**config.mk**
```make
export PLATFORM = sky130hd
export DESIGN_NAME = nixie_scan_ctrl
export DESIGN_NICKNAME = d
export VERILOG_FILES = /design/src/rtl/nixie_pkg.sv /design/src/rtl/nixie_seg7_dec.sv /design/src/rtl/nixie_scan_ctrl.sv
export SDC_FILE = /design/constraint.sdc
export NUM_CORES = 1
export LEC_CHECK = 0
export CAP_MARGIN = 20
export CORE_MARGIN = 1.5
export CORE_UTILIZATION = 45
export CTS_BUF_LIST = sky130_fd_sc_hd__clkbuf_16
export CTS_CLUSTER_SIZE = 14
export DETAILED_ROUTE_END_ITERATION = 8
export GPL_TIMING_DRIVEN = 0
export MAX_ROUTING_LAYER = met4
export PLACE_DENSITY = 0.65
export SLEW_MARGIN = 20
export SYNTH_ARGS = -nofsm -noshare
export SYNTH_HDL_FRONTEND = slang
export SYNTH_SLANG_ARGS = --single-unit
export TNS_END_PERCENT = 5
```
**constraint.sdc**
```tcl
create_clock -name sys_clk -period 14.8 [get_ports sys_clk]
set_input_delay 2.96 -clock sys_clk [delete_from_list [all_inputs] [get_ports sys_clk]]
set_output_delay 2.96 -clock sys_clk [all_outputs]
set_load 0.01 [all_outputs]
```
**src/rtl/nixie_pkg.sv**
```systemverilog
// -----------------------------------------------------------------------------
// nixie_pkg
//   Shared constants for the multiplexed 7-segment scan controller.
//   SEG_HEX   : active-high hex glyph table, bit order {dp,g,f,e,d,c,b,a},
//               dp bit always 0 here (dp is merged in by the decoder).
//   SEG_BLANK : active-high pattern for a dark digit.
//   clog2     : width helper, never returns less than 1 bit.
// -----------------------------------------------------------------------------
package nixie_pkg;

   localparam logic [7:0] SEG_HEX [0:15] = '{
      8'h3F, 8'h06, 8'h5B, 8'h4F,   // 0 1 2 3
      8'h66, 8'h6D, 8'h7D, 8'h07,   // 4 5 6 7
      8'h7F, 8'h6F, 8'h77, 8'h7C,   // 8 9 A b
      8'h39, 8'h5E, 8'h79, 8'h71    // C d E F
   };

   localparam logic [7:0] SEG_BLANK = 8'h00;

   // Bits needed to hold values 0..value-1; at least 1 so vectors stay legal.
   function automatic int clog2(input int value);
      int bits;
      bits = 0;
      for (int v = value - 1; v > 0; v = v >> 1) begin
         bits++;
      end
      return (bits < 1) ? 1 : bits;
   endfunction

endpackage

```
**src/rtl/nixie_seg7_dec.sv**
```systemverilog
// -----------------------------------------------------------------------------
// nixie_seg7_dec
//   Combinational hex digit decoder, active-high output.
//   Ports:
//     nibble in  4  hex value to show
//     dp     in  1  decimal point of this digit
//     blank  in  1  force segments a..g dark (dp is still shown)
//     seg    out 8  {dp,g,f,e,d,c,b,a}, active-high
// -----------------------------------------------------------------------------
module nixie_seg7_dec (
   input  logic [3:0] nibble,
   input  logic       dp,
   input  logic       blank,
   output logic [7:0] seg
);
   import nixie_pkg::*;

   // NOTE: every signal written in always_comb gets a value before any branch,
   // otherwise a path that skips the assignment infers a latch.
   always_comb begin
      seg = SEG_HEX[nibble];
      if (blank) begin
         seg[6:0] = SEG_BLANK[6:0];
      end
      seg[7] = dp;
   end

endmodule

```
**src/rtl/nixie_scan_ctrl.sv**
```systemverilog
// -----------------------------------------------------------------------------
// nixie_scan_ctrl
//   Multiplexed 7-segment scan controller: hex decode, per-digit decimal point,
//   leading-zero blanking, anti-ghost dead time at each slot start, 16-level
//   PWM brightness and frame-synchronous (tear-free) data/brightness update.
//   Ports:
//     sys_clk    in   1         system clock
//     sys_rst    in   1         synchronous reset, active-high
//     data_hex   in   4*DIGITS  nibble k drives digit k (digit 0 = LSD)
//     dp_in      in   DIGITS    decimal point per digit
//     data_vld   in   1         capture strobe for data_hex/dp_in
//     lzb_en     in   1         leading-zero blanking enable
//     bright     in   4         brightness, 0 dimmest .. 15 full
//     nixie_cs   out  DIGITS    digit select, one-hot at CS_ACT
//     nixie_seg  out  8         segments {dp,g,f,e,d,c,b,a} at SEG_ACT
//     frame_done out  1         one-cycle pulse after each frame boundary
// -----------------------------------------------------------------------------
module nixie_scan_ctrl #(
   parameter int   DIGITS       = 4,
   parameter int   CNT_SCAN_MAX = 50_000,
   parameter int   BLANK_CYC    = 500,
   parameter logic CS_ACT       = 1'b0,
   parameter logic SEG_ACT      = 1'b1
) (
   input  logic                  sys_clk,
   input  logic                  sys_rst,
   input  logic [4*DIGITS-1:0]   data_hex,
   input  logic [DIGITS-1:0]     dp_in,
   input  logic                  data_vld,
   input  logic                  lzb_en,
   input  logic [3:0]            bright,
   output logic [DIGITS-1:0]     nixie_cs,
   output logic [7:0]            nixie_seg,
   output logic                  frame_done
);
   import nixie_pkg::*;

   localparam int CNT_W = clog2(CNT_SCAN_MAX);
   localparam int DIG_W = clog2(DIGITS);
   // Product width for span*(bright+1), bright+1 <= 16.
   localparam int PW    = CNT_W + 5;
   // Compare width with headroom so BLANK_CYC+on_len cannot overflow.
   localparam int CW    = CNT_W + 2;

   localparam logic [PW-1:0]    ON_SPAN   = PW'(CNT_SCAN_MAX - BLANK_CYC);
   localparam logic [CW-1:0]    BLANK_X   = CW'(BLANK_CYC);
   localparam logic [CNT_W-1:0] CNT_LAST  = CNT_W'(CNT_SCAN_MAX - 1);
   localparam logic [DIG_W-1:0] DIG_LAST  = DIG_W'(DIGITS - 1);

   // Elaboration checks on the parameter set.
   if (DIGITS < 1 || DIGITS > 8) begin : g_chk_digits
      $error("nixie_scan_ctrl: DIGITS must be 1..8");
   end
   if (CNT_SCAN_MAX < 2) begin : g_chk_scan
      $error("nixie_scan_ctrl: CNT_SCAN_MAX must be at least 2");
   end
   if (BLANK_CYC < 0 || BLANK_CYC >= CNT_SCAN_MAX) begin : g_chk_blank
      $error("nixie_scan_ctrl: BLANK_CYC must be below CNT_SCAN_MAX");
   end

   logic [CNT_W-1:0]    cnt_slot;
   logic [DIG_W-1:0]    dig_idx;
   logic                slot_end;
   logic                bnd;

   logic [4*DIGITS-1:0] pend_hex;
   logic [DIGITS-1:0]   pend_dp;
   logic [4*DIGITS-1:0] disp_hex;
   logic [DIGITS-1:0]   disp_dp;
   logic [3:0]          bright_r;

   logic [PW-1:0]       on_prod;
   logic [CW-1:0]       on_len;
   logic [CW-1:0]       cnt_x;
   logic                drive;

   logic [DIGITS-1:0]   blank_mask;
   logic                lead_zero;
   logic [DIGITS-1:0]   cs_onehot;
   logic [3:0]          cur_nib;
   logic                cur_dp;
   logic                cur_blank;
   logic [7:0]          seg_ah;

   // ---------------------------------------------------------------- counters
   assign slot_end = (cnt_slot == CNT_LAST);
   assign bnd      = slot_end && (dig_idx == DIG_LAST);

   // NOTE: clocked state uses non-blocking assignments so every register sees
   // the pre-edge value of its neighbours, independent of statement order.
   always_ff @(posedge sys_clk) begin
      if (sys_rst) begin
         cnt_slot <= '0;
         dig_idx  <= '0;
      end else if (slot_end) begin
         cnt_slot <= '0;
         dig_idx  <= bnd ? '0 : dig_idx + DIG_W'(1);
      end else begin
         cnt_slot <= cnt_slot + CNT_W'(1);
      end
   end

   // ------------------------------------------- pending / display registers
   // Pending regs follow every strobe; display regs only move at the frame
   // boundary, taking a strobe that coincides with the boundary directly.
   always_ff @(posedge sys_clk) begin
      if (sys_rst) begin
         pend_hex <= '0;
         pend_dp  <= '0;
         disp_hex <= '0;
         disp_dp  <= '0;
         bright_r <= 4'hF;
      end else begin
         if (data_vld) begin
            pend_hex <= data_hex;
            pend_dp  <= dp_in;
         end
         if (bnd) begin
            disp_hex <= data_vld ? data_hex : pend_hex;
            disp_dp  <= data_vld ? dp_in    : pend_dp;
            bright_r <= bright;
         end
      end
   end

   // ------------------------------------------------------------ PWM window
   // bright_r is frame-stable, so on_len is constant over a frame.
   assign on_prod = ON_SPAN * (PW'(bright_r) + PW'(1));
   assign on_len  = CW'(on_prod >> 4);
   assign cnt_x   = CW'(cnt_slot);
   assign drive   = (cnt_x >= BLANK_X) && (cnt_x < BLANK_X + on_len);

   // --------------------------------------------------- leading-zero blanking
   // Walk from the top digit down; a digit is blanked while everything from it
   // upward is zero. Digit 0 is outside the loop and never blanked.
   always_comb begin
      lead_zero  = 1'b1;
      blank_mask = '0;
      for (int k = DIGITS - 1; k > 0; k--) begin
         lead_zero     = lead_zero & (disp_hex[4*k +: 4] == 4'h0);
         blank_mask[k] = lzb_en & lead_zero;
      end
   end

   // ----------------------------------------------------- current-digit mux
   always_comb begin
      cur_nib   = 4'h0;
      cur_dp    = 1'b0;
      cur_blank = 1'b0;
      cs_onehot = '0;
      for (int k = 0; k < DIGITS; k++) begin
         if (dig_idx == DIG_W'(k)) begin
            cur_nib      = disp_hex[4*k +: 4];
            cur_dp       = disp_dp[k];
            cur_blank    = blank_mask[k];
            cs_onehot[k] = 1'b1;
         end
      end
   end

   nixie_seg7_dec u_dec (
      .nibble (cur_nib),
      .dp     (cur_dp),
      .blank  (cur_blank),
      .seg    (seg_ah)
   );

   // -------------------------------------------------------- output registers
   // Polarity is applied here, after decode; outside the on-window both buses
   // sit at their inactive level so neighbouring digits never ghost.
   always_ff @(posedge sys_clk) begin
      if (sys_rst) begin
         nixie_cs   <= {DIGITS{~CS_ACT}};
         nixie_seg  <= {8{~SEG_ACT}};
         frame_done <= 1'b0;
      end else begin
         frame_done <= bnd;
         if (drive) begin
            nixie_cs  <= CS_ACT  ? cs_onehot : ~cs_onehot;
            nixie_seg <= SEG_ACT ? seg_ah    : ~seg_ah;
         end else begin
            nixie_cs  <= {DIGITS{~CS_ACT}};
            nixie_seg <= {8{~SEG_ACT}};
         end
      end
   end

endmodule
```
==> results of run 1 <==
flip-flops by register name (all words and copies together) (netlist names), 4 cells and up:
register   cells
bright_r       4
cnt_slot      16
disp_dp        4
disp_hex      16
nixie_cs       4
nixie_seg      8
pend_dp        4
pend_hex      16
layout make-up:
| type | instances | area share [%] |
|---|---|---|
| Buffer | 21 | 1.81 |
| Clock buffer | 9 | 3.83 |
| Clock inverter | 7 | 1.70 |
| Inverter | 31 | 1.98 |
| Multi-Input combinational cell | 441 | 55.5 |
| Sequential cell | 75 | 25.6 |
| Tap cell | 140 | 2.98 |
| Timing Repair Buffer | 39 | 6.65 |
placed cells by master (no fill, tap or decap), drive strengths merged, types with 6 or more instances in the layout:
cell type	n
nand4	8
nor2	78
a21oi	25
a211oi	21
dfxtp	75
nand2	29
nand3	17
or3	7
clkdlybuf4s50	39
xnor2	17
o21ai	16
clkbuf	18
ha	59
inv	32
nor3	21
fa	6
nor2b	10
buf	12
mux2i	25
xor2	22
power groups by stage:
stage          logic, mW  registers, mW  clock network (mW)
6_report          0.0208          0.208               0.234
5_1_grt           0.0230          0.208               0.247
4_1_cts           0.0211          0.208               0.239
3_5_place_dp      0.0210          0.212                   0
3_3_place_gp      0.0206          0.212                   0
2_1_floorplan     0.0110          0.212                   0
per-stage QoR:
stage          area, sq um  instances  total power [mW]  setup slack, ns
2_1_floorplan         4980        568             0.222             8.78
6_report              5870        763             0.462             8.07
3_5_place_dp          5550        747             0.233             8.05
3_3_place_gp          5550        747             0.233             8.13
4_1_cts               5870        763             0.468             8.00
5_1_grt               5870        763             0.478             7.37
logic make-up after synthesis:
kind of cell / Yosys count
xor+xnor: 39
flops: 75
buf+inv: 52
compound gates: 107
mux: 26
simple gates: 204
fa+ha+maj: 65
layer usage:
layer | global-route usage (%) | up-vias | wire, microns
met5 | - | - | 0
met4 | 5.45 | 0 | 123
met2 | 30.6 | 57 | 4770
met3 | 2.95 | 10 | 242
li1 | - | 2118 | -
met1 | 26.3 | 1880 | 5440
worst max-delay path: stages (launching register included):
cell and delay, ns:
dfxtp_1 0.44, buf_4 0.23, nand3_1 0.10, xnor2_1 0.78
fa_1 0.56, inv_1 0.06, ha_1 0.11, inv_1 0.05
fa_1 0.50, inv_1 0.04, ha_1 0.40, nand2_2 0.10
o211ai_2 0.28, a41oi_4 0.19, o311ai_2 0.40, or3b_1 0.40
or2_2 0.29, xor2_1 0.15, ha_1 0.21, nor3_1 0.17
o21ai_0 0.13, a21oi_1 0.18, a22oi_1 0.09, o2111a_2 0.20
buf_6 0.14, or3_1 0.38
how the worst min path moves through the flow:
stage | startpoint | endpoint | slack, ns
after floorplan | cnt_slot[0] | cnt_slot[0] | 0.45
after global placement | cnt_slot[0] | cnt_slot[0] | 0.48
after detailed placement | pend_hex[8] | pend_hex[8] | 0.49
after CTS | pend_hex[8] | pend_hex[8] | 0.50
after global routing | pend_hex[13] | pend_hex[13] | 0.52
final | pend_hex[10] | pend_hex[10] | 0.50
==> run_results.csv, run 1 <==
group,metric,value,unit
synthesis,yosys.area_share.adder,17.2,%
synthesis,yosys.area.top_type_share,30.1,%
critical_path,critPathArrivalTime,6.94,ns
critical_path,timing.rr.end,"nixie_cs[3]",
worst_hold_path,hold_depth,2,
floorplan,start_util,46.0,%
clock_network,cts-root-buf,"clkbuf_16",
finish,seq_area,0.00150,sq mm
clock_network,cts_tree,"yes",
critical_path,crit_path_start,"bright_r[0]",
critical_path,startpoint_type,"flip-flop",
synthesis,syn_inst,568,
power,swShare,21.0,%
clock_network,clkLatencyLatePin,0.33,ns
clock_network,cts_buffers,9,
critical_path,reg2reg_depth,25,
synthesis,yosysMostFrequentCell,"nor2_1",
timing,tns,0,ns
synthesis,synthSimpleGateAreaFrac,20.3,%
routing,vias,4065,
power,net-switching-power,96.9,uW
routing,route.detailed.drc,0,
critical_path,r2r-start,"bright_r[0]",
global_routing,grt_pass1_wl,17800,microns
timing,finalHoldViolations,0,
floorplan,rows,38,
clock_network,cts.clk_slew.worst_paths,0.06,ns
synthesis,synth_common_cells,"nor2_1 (78), dfxtp_1 (75), ha_1 (59)",
critical_path,crit_end,"nixie_cs[3]",
routing,drt_iter0_drc,183,
clock_network,cts_buffer_depth,2,
worst_hold_path,hp-class,"flip-flop to flip-flop",
timing,fin_crit_sh,45.5,%
synthesis,synth.avg_cell_area,8.77,sq um
power,leakagePower,2.41,nW
routing,avgViaCountPerCell,5.33,
critical_path,path_class,"flip-flop to flip-flop",
power,power_frac_comb,4.5,%
synthesis,ys.flop_type,"dfxtp_1",
clock_network,holdBufCountCts,0,
placed_design,place.gp.congestion,0.847,
synthesis,synthMuxAreaShare,5.47,%
timing,worst_slew_pin_slew,0.976,ns
routing,drtPass1Iterations,4,
global_routing,grt_pass1_vias,3817,
finish,multi_input_area,0.00326,sq mm
power,p_per_area,78.7,mW/mm^2
finish,antennaDiodeCount,0,
synthesis,netlist_area,0.00498,sq mm
synthesis,seq_area_frac_synth,30.1,%
synthesis,synthArstFlopShare,0,%
timing,final-setup-viol-count,0,
routing,final_antenna_net_count,0,
clock_network,cts_resized,0,
synthesis,synth_compound_area_share,15.6,%
synthesis,synth-edff-count,0,
floorplan,core_area,0.0108,sq mm
timing,skew,0.0106,ns
global_routing,grtUsageTotal,19.6,%
critical_path,crit_required,15.00,ns
finish,syn_to_final_growth,17.9,%
critical_path,reg2reg_slack,8.07,ns
critical_path,end_kind,"flip-flop",
power,clkPwrFrac,50.6,%
finish,fillerInstances,1038,
clock_network,post-cts-setup-buffer-count,0,
placed_design,port_buffers,39,
routing,wl_per_cell,13.9,microns
floorplan,fp.dieH,108,microns
synthesis,ys_ff_latch,75,
floorplan,dieArea,0.0117,sq mm
floorplan,io_pins,41,
clock_network,htree_levels,3,
power,seq_power_share,44.9,%
timing,hold_slack,0.497,ns
synthesis,ys.warnings.count,0,
finish,fin_nets,711,
synthesis,yosysUniqueCellTypes,65,
global_routing,grt_max_degree,15,
clock_network,cts_sinks,75,
timing,slew_headroom,34.5,%
routing,wl,10600,microns
timing,fmax,148,MHz
timing,rsz0062_at_grt,"false",
synthesis,synth_top_family_by_area,"simple AND/OR/NAND/NOR gates",
power,irDropWorstVdd,57.7,uV
timing,slew_viol_final,0,
synthesis,synth_xor_area_share,6.85,%
global_routing,antenna_found_initial,0,
finish,drive_above_1_share,6.26,%
placed_design,dp_hpwl,8430,microns
run,drv_cap,0,
timing,period_needed,6.73,ns
power,cellInternalPower,365,uW
synthesis,yosysTopAreaCell,"dfxtp_1",
critical_path,crit_path_max_fanout,10,
finish,fin_util,54.2,%
run_status,status,"finished, final reports clean",
floorplan,die_w,108,microns
synthesis,syn_nets,661,
synthesis,yosys-top-cells-area,"dfxtp_1 (30%), ha_1 (15%), nor2_1 (5.9%)",
global_routing,grt.overflow.total,0,
No activity file was read; power rests on OpenSTA's default activity.
==> run 2, diff against run 1 <==
--- a/config.mk
+++ b/config.mk
@@ -13,7 +13,7 @@
 export DETAILED_ROUTE_END_ITERATION = 8
 export GPL_TIMING_DRIVEN = 0
 export MAX_ROUTING_LAYER = met4
-export PLACE_DENSITY = 0.65
+export PLACE_DENSITY = 0.68
 export SLEW_MARGIN = 20
 export SYNTH_ARGS = -nofsm -noshare
 export SYNTH_HDL_FRONTEND = slang
==> constraint.sdc (replaced) <==
create_clock -name sys_clk -period 5.8 [get_ports sys_clk]
set_input_delay 1.16 -clock sys_clk [delete_from_list [all_inputs] [get_ports sys_clk]]
set_output_delay 1.16 -clock sys_clk [all_outputs]
set_load 0.01 [all_outputs]
==> run 2 against run 1 <==
Compared with the run above: power is 150% higher; cell area is 8.8% higher; clock power is 140% higher; routed wire length is 7.9% higher; clock skew barely moved; worst hold slack worse by 0.0047 ns; critical path depth up 1; first-iteration DRC count grew 0.55%; sequential power rose to 2.5 times the previous value; global-route usage is 1.1 points higher; worst setup slack got worse by 7.9 ns; largest cell class unchanged.
==> run_results.csv, run 2 (synthesis gave the netlist of run 1 again) <==
group,metric,value,unit
timing,fin_crit_sh,98.0,%
timing,hold_slack,0.492,ns
global_routing,grtUsageTotal,20.7,%
finish,final_area,0.00639,sq mm
critical_path,reg2reg_depth,26,
finish,largest_registers,"cnt_slot: 16 flops, disp_hex: 16 flops, pend_hex: 16 flops",
clock_network,clkLatencyLatePin,0.34,ns
placed_design,dpl-instance-area,0.00558,sq mm
power,irDropWorstVdd,158,uV
clock_network,cts_tree,"yes",
finish,seq_area,0.00151,sq mm
clock_network,htree_levels,3,
routing,route.detailed.drc,0,
floorplan,dieArea,0.0117,sq mm
global_routing,grt_pass1_vias,4104,
placed_design,post-place-ws,-0.522,ns
floorplan,rows,38,
finish,final_common_cell,"nor2_1",
critical_path,slowest_stage,"fa_1",
timing,slew_viol_final,0,
clock_network,cts.clk_slew.worst_paths,0.06,ns
timing,period_needed,5.68,ns
placed_design,dp_hpwl,8440,microns
finish,fin_util,58.9,%
floorplan,die_w,108,microns
clock_network,cts-root-buf,"clkbuf_16",
clock_network,cts_buffers,9,
timing,final-setup-viol-count,0,
run_status,status,"finished, final reports clean",
timing,finalHoldViolations,0,
routing,drtPass1Iterations,4,
global_routing,antenna_found_initial,0,
run,drv_cap,0,
clock_network,cts_sinks,75,
finish,fin_nets,738,
routing,wl_per_cell,14.4,microns
finish,final_cell_mix,"nor2_1 (76), dfxtp_1 (72), ha_1 (53), clkdlybuf4s50_1 (39), buf_4 (29)",
critical_path,crit_path_max_incr_delay,0.53,ns
critical_path,path_delay_family,"adder cells",
global_routing,grt.overflow.total,0,
critical_path,crit_path_max_fanout,5,
power,leakagePower,2.59,nW
timing,skew,0.0109,ns
timing,worst_slew_pin_slew,0.812,ns
critical_path,path_class,"flip-flop to flip-flop",
finish,fin_cells,790,
critical_path,crit_required,6.01,ns
timing,rsz0062_at_grt,"true",
global_routing,grt_max_degree,15,
critical_path,startpoint_type,"flip-flop",
finish,drive_above_1_share,16.2,%
routing,final_antenna_net_count,0,
power,power.total,1.15,mW
routing,wl,11400,microns
timing,fin_ws,0.118,ns
worst_hold_path,hp-class,"flip-flop to flip-flop",
critical_path,critPathArrivalTime,5.89,ns
finish,antennaDiodeCount,0,
critical_path,end_kind,"flip-flop",
placed_design,port_buffers,39,
critical_path,crit_buf_inv,5,
timing,slew_headroom,45.9,%
placed_design,place_inst,747,
worst_hold_path,hold_depth,2,
floorplan,core_area,0.0108,sq mm
global_routing,grt_pass1_wl,18900,microns
routing,drt_iter0_drc,184,
placed_design,place.gp.congestion,0.896,
routing,avgViaCountPerCell,5.37,
finish,fillerInstances,959,
finish,multi_input_area,0.00358,sq mm
floorplan,start_util,46.0,%
critical_path,cp_num_cells,26,
floorplan,fp.dieH,108,microns
timing,fmax,176,MHz
clock_network,cts_buffer_depth,2,
clock_network,holdBufCountCts,0,
timing,tns,0,ns
routing,vias,4245,
finish,syn_to_final_growth,28.2,%
floorplan,io_pins,41,
power,p_per_area,179,mW/mm^2
run 2: changes by cell type in the layout (fill, tap and decap cells not counted), sizes merged:
cell,change
clkinvlp,-1
buf,+27
clkinv,+1
bufinv,-1
inv,+1
run 2: path summary, 6_finish.rpt:
check	from	slack, ns	endpoint
max	bright_r[1]	0.12	nixie_cs[3]
max reg2reg	bright_r[1]	0.12	nixie_cs[3]
min	pend_hex[12]	0.49	pend_hex[12]
min reg2reg	pend_hex[12]	0.49	pend_hex[12]
run 2: what timing repair did:
item,in CTS,in global routing
resized for setup,21,42
setup endpoints to repair,12,12
buffers inserted,10,17
pin swaps,10,38
run 2: routing by layer:
layer,wire length (microns),track usage [%],vias to the layer above,part of all wire [%]
met5,0,-,-,0
met4,136,5.83,0,1.2
met3,351,3.68,15,3.1
met2,5470,34.2,63,48
met1,5450,26.0,1993,48
li1,-,-,2174,-
run 2: area by class of cell:
class	instances	share of cell area [%]
plain buffers	21	1.78
clock buffers	9	3.52
clock inverters	7	1.17
inverters	31	1.82
multi-input cells	441	56.0
flip-flops and latches	75	23.7
well taps	140	2.74
repair buffers	66	9.28
run 2: where the power goes:
part,switching (mW),internal [mW],leakage [nW],total (mW)
registers,0.00467,0.524,0.609,0.528
clock network,0.229,0.335,0.140,0.565
logic,0.0246,0.0284,1.84,0.0530
run 2: tightest hold or removal path, cell delays in order, from the launching register on:
cell and delay, ns:
dfxtp_1 0.31, mux2i_1 0.07, nor2_1 0.08
==> run 3, diff against run 2 <==
--- a/config.mk
+++ b/config.mk
@@ -5,10 +5,10 @@
 export SDC_FILE = /design/constraint.sdc
 export NUM_CORES = 1
 export LEC_CHECK = 0
-export CAP_MARGIN = 20
-export CORE_MARGIN = 1.5
+export CORE_MARGIN = 1
 export CORE_UTILIZATION = 45
 export CTS_BUF_LIST = sky130_fd_sc_hd__clkbuf_16
+export CTS_CLUSTER_DIAMETER = 50
 export CTS_CLUSTER_SIZE = 14
 export DETAILED_ROUTE_END_ITERATION = 8
 export GPL_TIMING_DRIVEN = 0
==> run 3 against run 2 <==
Compared with the run above: via count up 0.61%; non-clock buffer count unchanged; clock-buffer cell count did not move; die area shrank 1.8%; cell area about the same; power shrank 0.68%; global-route usage rose by 0.58 points.
==> run_results.csv, run 3 (synthesis gave the netlist of run 1 again) <==
group,metric,value,unit
run_status,status,"finished, final reports clean",
floorplan,dieArea,0.0115,sq mm
floorplan,die_w,107,microns
critical_path,reg2reg_slack,0.0005,ns
power,clkPwrFrac,49.0,%
critical_path,slowest_stage,"fa_1",
finish,final_cell_mix,"nor2_1 (75), dfxtp_1 (72), ha_1 (52), clkdlybuf4s50_1 (39), inv_1 (27)",
timing,rsz0062_at_grt,"true",
finish,antennaDiodeCount,0,
finish,fillerInstances,910,
run,drv_cap,0,
critical_path,crit_path_max_incr_delay,0.49,ns
routing,drt_iter0_drc,196,
clock_network,clkLatencyLatePin,0.34,ns
floorplan,start_util,46.2,%
finish,final_common_cell,"nor2_1",
worst_hold_path,min_to,"cnt_slot[0]",
global_routing,grt_max_degree,18,
floorplan,rows,38,
timing,slew_viol_final,0,
power,net-switching-power,279,uW
finish,syn_to_final_growth,28.2,%
clock_network,cts_buffer_depth,2,
floorplan,io_pins,41,
finish,final_area,0.00639,sq mm
timing,finalHoldViolations,0,
floorplan,fp.dieH,107,microns
critical_path,crit_required,6.02,ns
finish,fin_util,59.2,%
clock_network,cts.clk_slew.worst_paths,0.07,ns
routing,wl,11400,microns
placed_design,place_inst,747,
critical_path,crit_buf_inv,7,
power,p_per_area,178,mW/mm^2
timing,period_needed,5.80,ns
finish,fin_nets,738,
placed_design,dpl-instance-area,0.00558,sq mm
critical_path,path_class,"flip-flop to flip-flop",
timing,fin_ws,0.000467,ns
power,power.total,1.14,mW
placed_design,post-place-ws,-0.538,ns
clock_network,cts_sinks,75,
clock_network,cts-root-buf,"clkbuf_16",
global_routing,grtUsageTotal,21.3,%
global_routing,grt_pass1_wl,19000,microns
routing,drtPass1Iterations,4,
worst_hold_path,hp-class,"flip-flop to flip-flop",
routing,avgViaCountPerCell,5.41,
timing,final-setup-viol-count,0,
clock_network,holdBufCountCts,0,
global_routing,grt.overflow.total,0,
placed_design,place.gp.congestion,0.857,
routing,wl_per_cell,14.5,microns
finish,multi_input_area,0.00355,sq mm
floorplan,core_area,0.0108,sq mm
power,leakagePower,2.60,nW
timing,hold_slack,0.494,ns
critical_path,path_delay_family,"adder cells",
global_routing,antenna_found_initial,0,
critical_path,timing.rr.end,"nixie_seg[1]",
timing,tns,0,ns
power,swShare,24.6,%
routing,final_antenna_net_count,0,
placed_design,dp_hpwl,8490,microns
worst_hold_path,hold_depth,1,
worst_hold_path,hp-start,"cnt_slot[0]",
routing,vias,4271,
global_routing,grt_pass1_vias,4230,
placed_design,port_buffers,39,
finish,seq_area,0.00151,sq mm
timing,fin_crit_sh,100,%
critical_path,end_kind,"flip-flop",
critical_path,startpoint_type,"flip-flop",
timing,fmax,172,MHz
timing,slew_headroom,42.9,%
power,seq_power_share,46.4,%
clock_network,cts_tree,"yes",
finish,drive_above_1_share,16.6,%
finish,largest_registers,"cnt_slot: 16 flops, disp_hex: 16 flops, pend_hex: 16 flops",
timing,skew,0.00840,ns
finish,fin_cells,790,
critical_path,r2r-start,"bright_r[0]",
clock_network,cts_buffers,9,
routing,route.detailed.drc,0,
clock_network,htree_levels,3,
power,power_frac_comb,4.6,%
power,irDropWorstVdd,152,uV
power,cellInternalPower,858,uW
critical_path,crit_path_max_fanout,8,
critical_path,critPathArrivalTime,6.02,ns
critical_path,reg2reg_depth,27,
timing,worst_slew_pin_slew,0.857,ns
run 3: worst max-delay path by stage:
stage	from	slack, ns	cells after the start	end
floorplan	bright_r[0]	0.04	26	nixie_cs[2]
global placement	bright_r[0]	-0.44	25	nixie_cs[3]
detailed placement	bright_r[0]	-0.54	24	nixie_seg[0]
CTS	bright_r[1]	0.02	26	nixie_cs[3]
global route	bright_r[0]	-0.22	27	nixie_seg[2]
finish	bright_r[0]	0.0005	27	nixie_seg[1]
run 3: cell type report:
class	instances	area share, %
flip-flops and latches	75	23.7
multi-input cells	441	55.6
clock buffers	9	3.53
well taps	140	2.74
inverters	31	1.82
clock inverters	7	1.27
plain buffers	21	1.84
repair buffers	66	9.54
run 3: power by group through the flow:
stage	Sequential [mW]	Combinational, mW	Clock, mW
6_report	0.528	0.0528	0.557
5_1_grt	0.529	0.0588	0.589
4_1_cts	0.529	0.0536	0.569
3_5_place_dp	0.541	0.0533	0
3_3_place_gp	0.541	0.0519	0
2_1_floorplan	0.540	0.0280	0
run 3: repair_timing:
| item | 4_1_cts | 5_1_grt |
|---|---|---|
| gates resized for setup | 29 | 33 |
| endpoints found under the setup margin | 12 | 12 |
| buffers inserted | 13 | 14 |
| pin swaps | 16 | 30 |
| hold endpoints to repair | 0 | 0 |
| cloned | 0 | 0 |
run 3: layer usage:
layer,global-route usage (%),share of wire (%),vias up
met4,6.85,2.4,0
li1,-,-,2173
met2,35.9,48,65
met3,3.53,3.1,23
met5,-,0,-
met1,26.0,46,2010
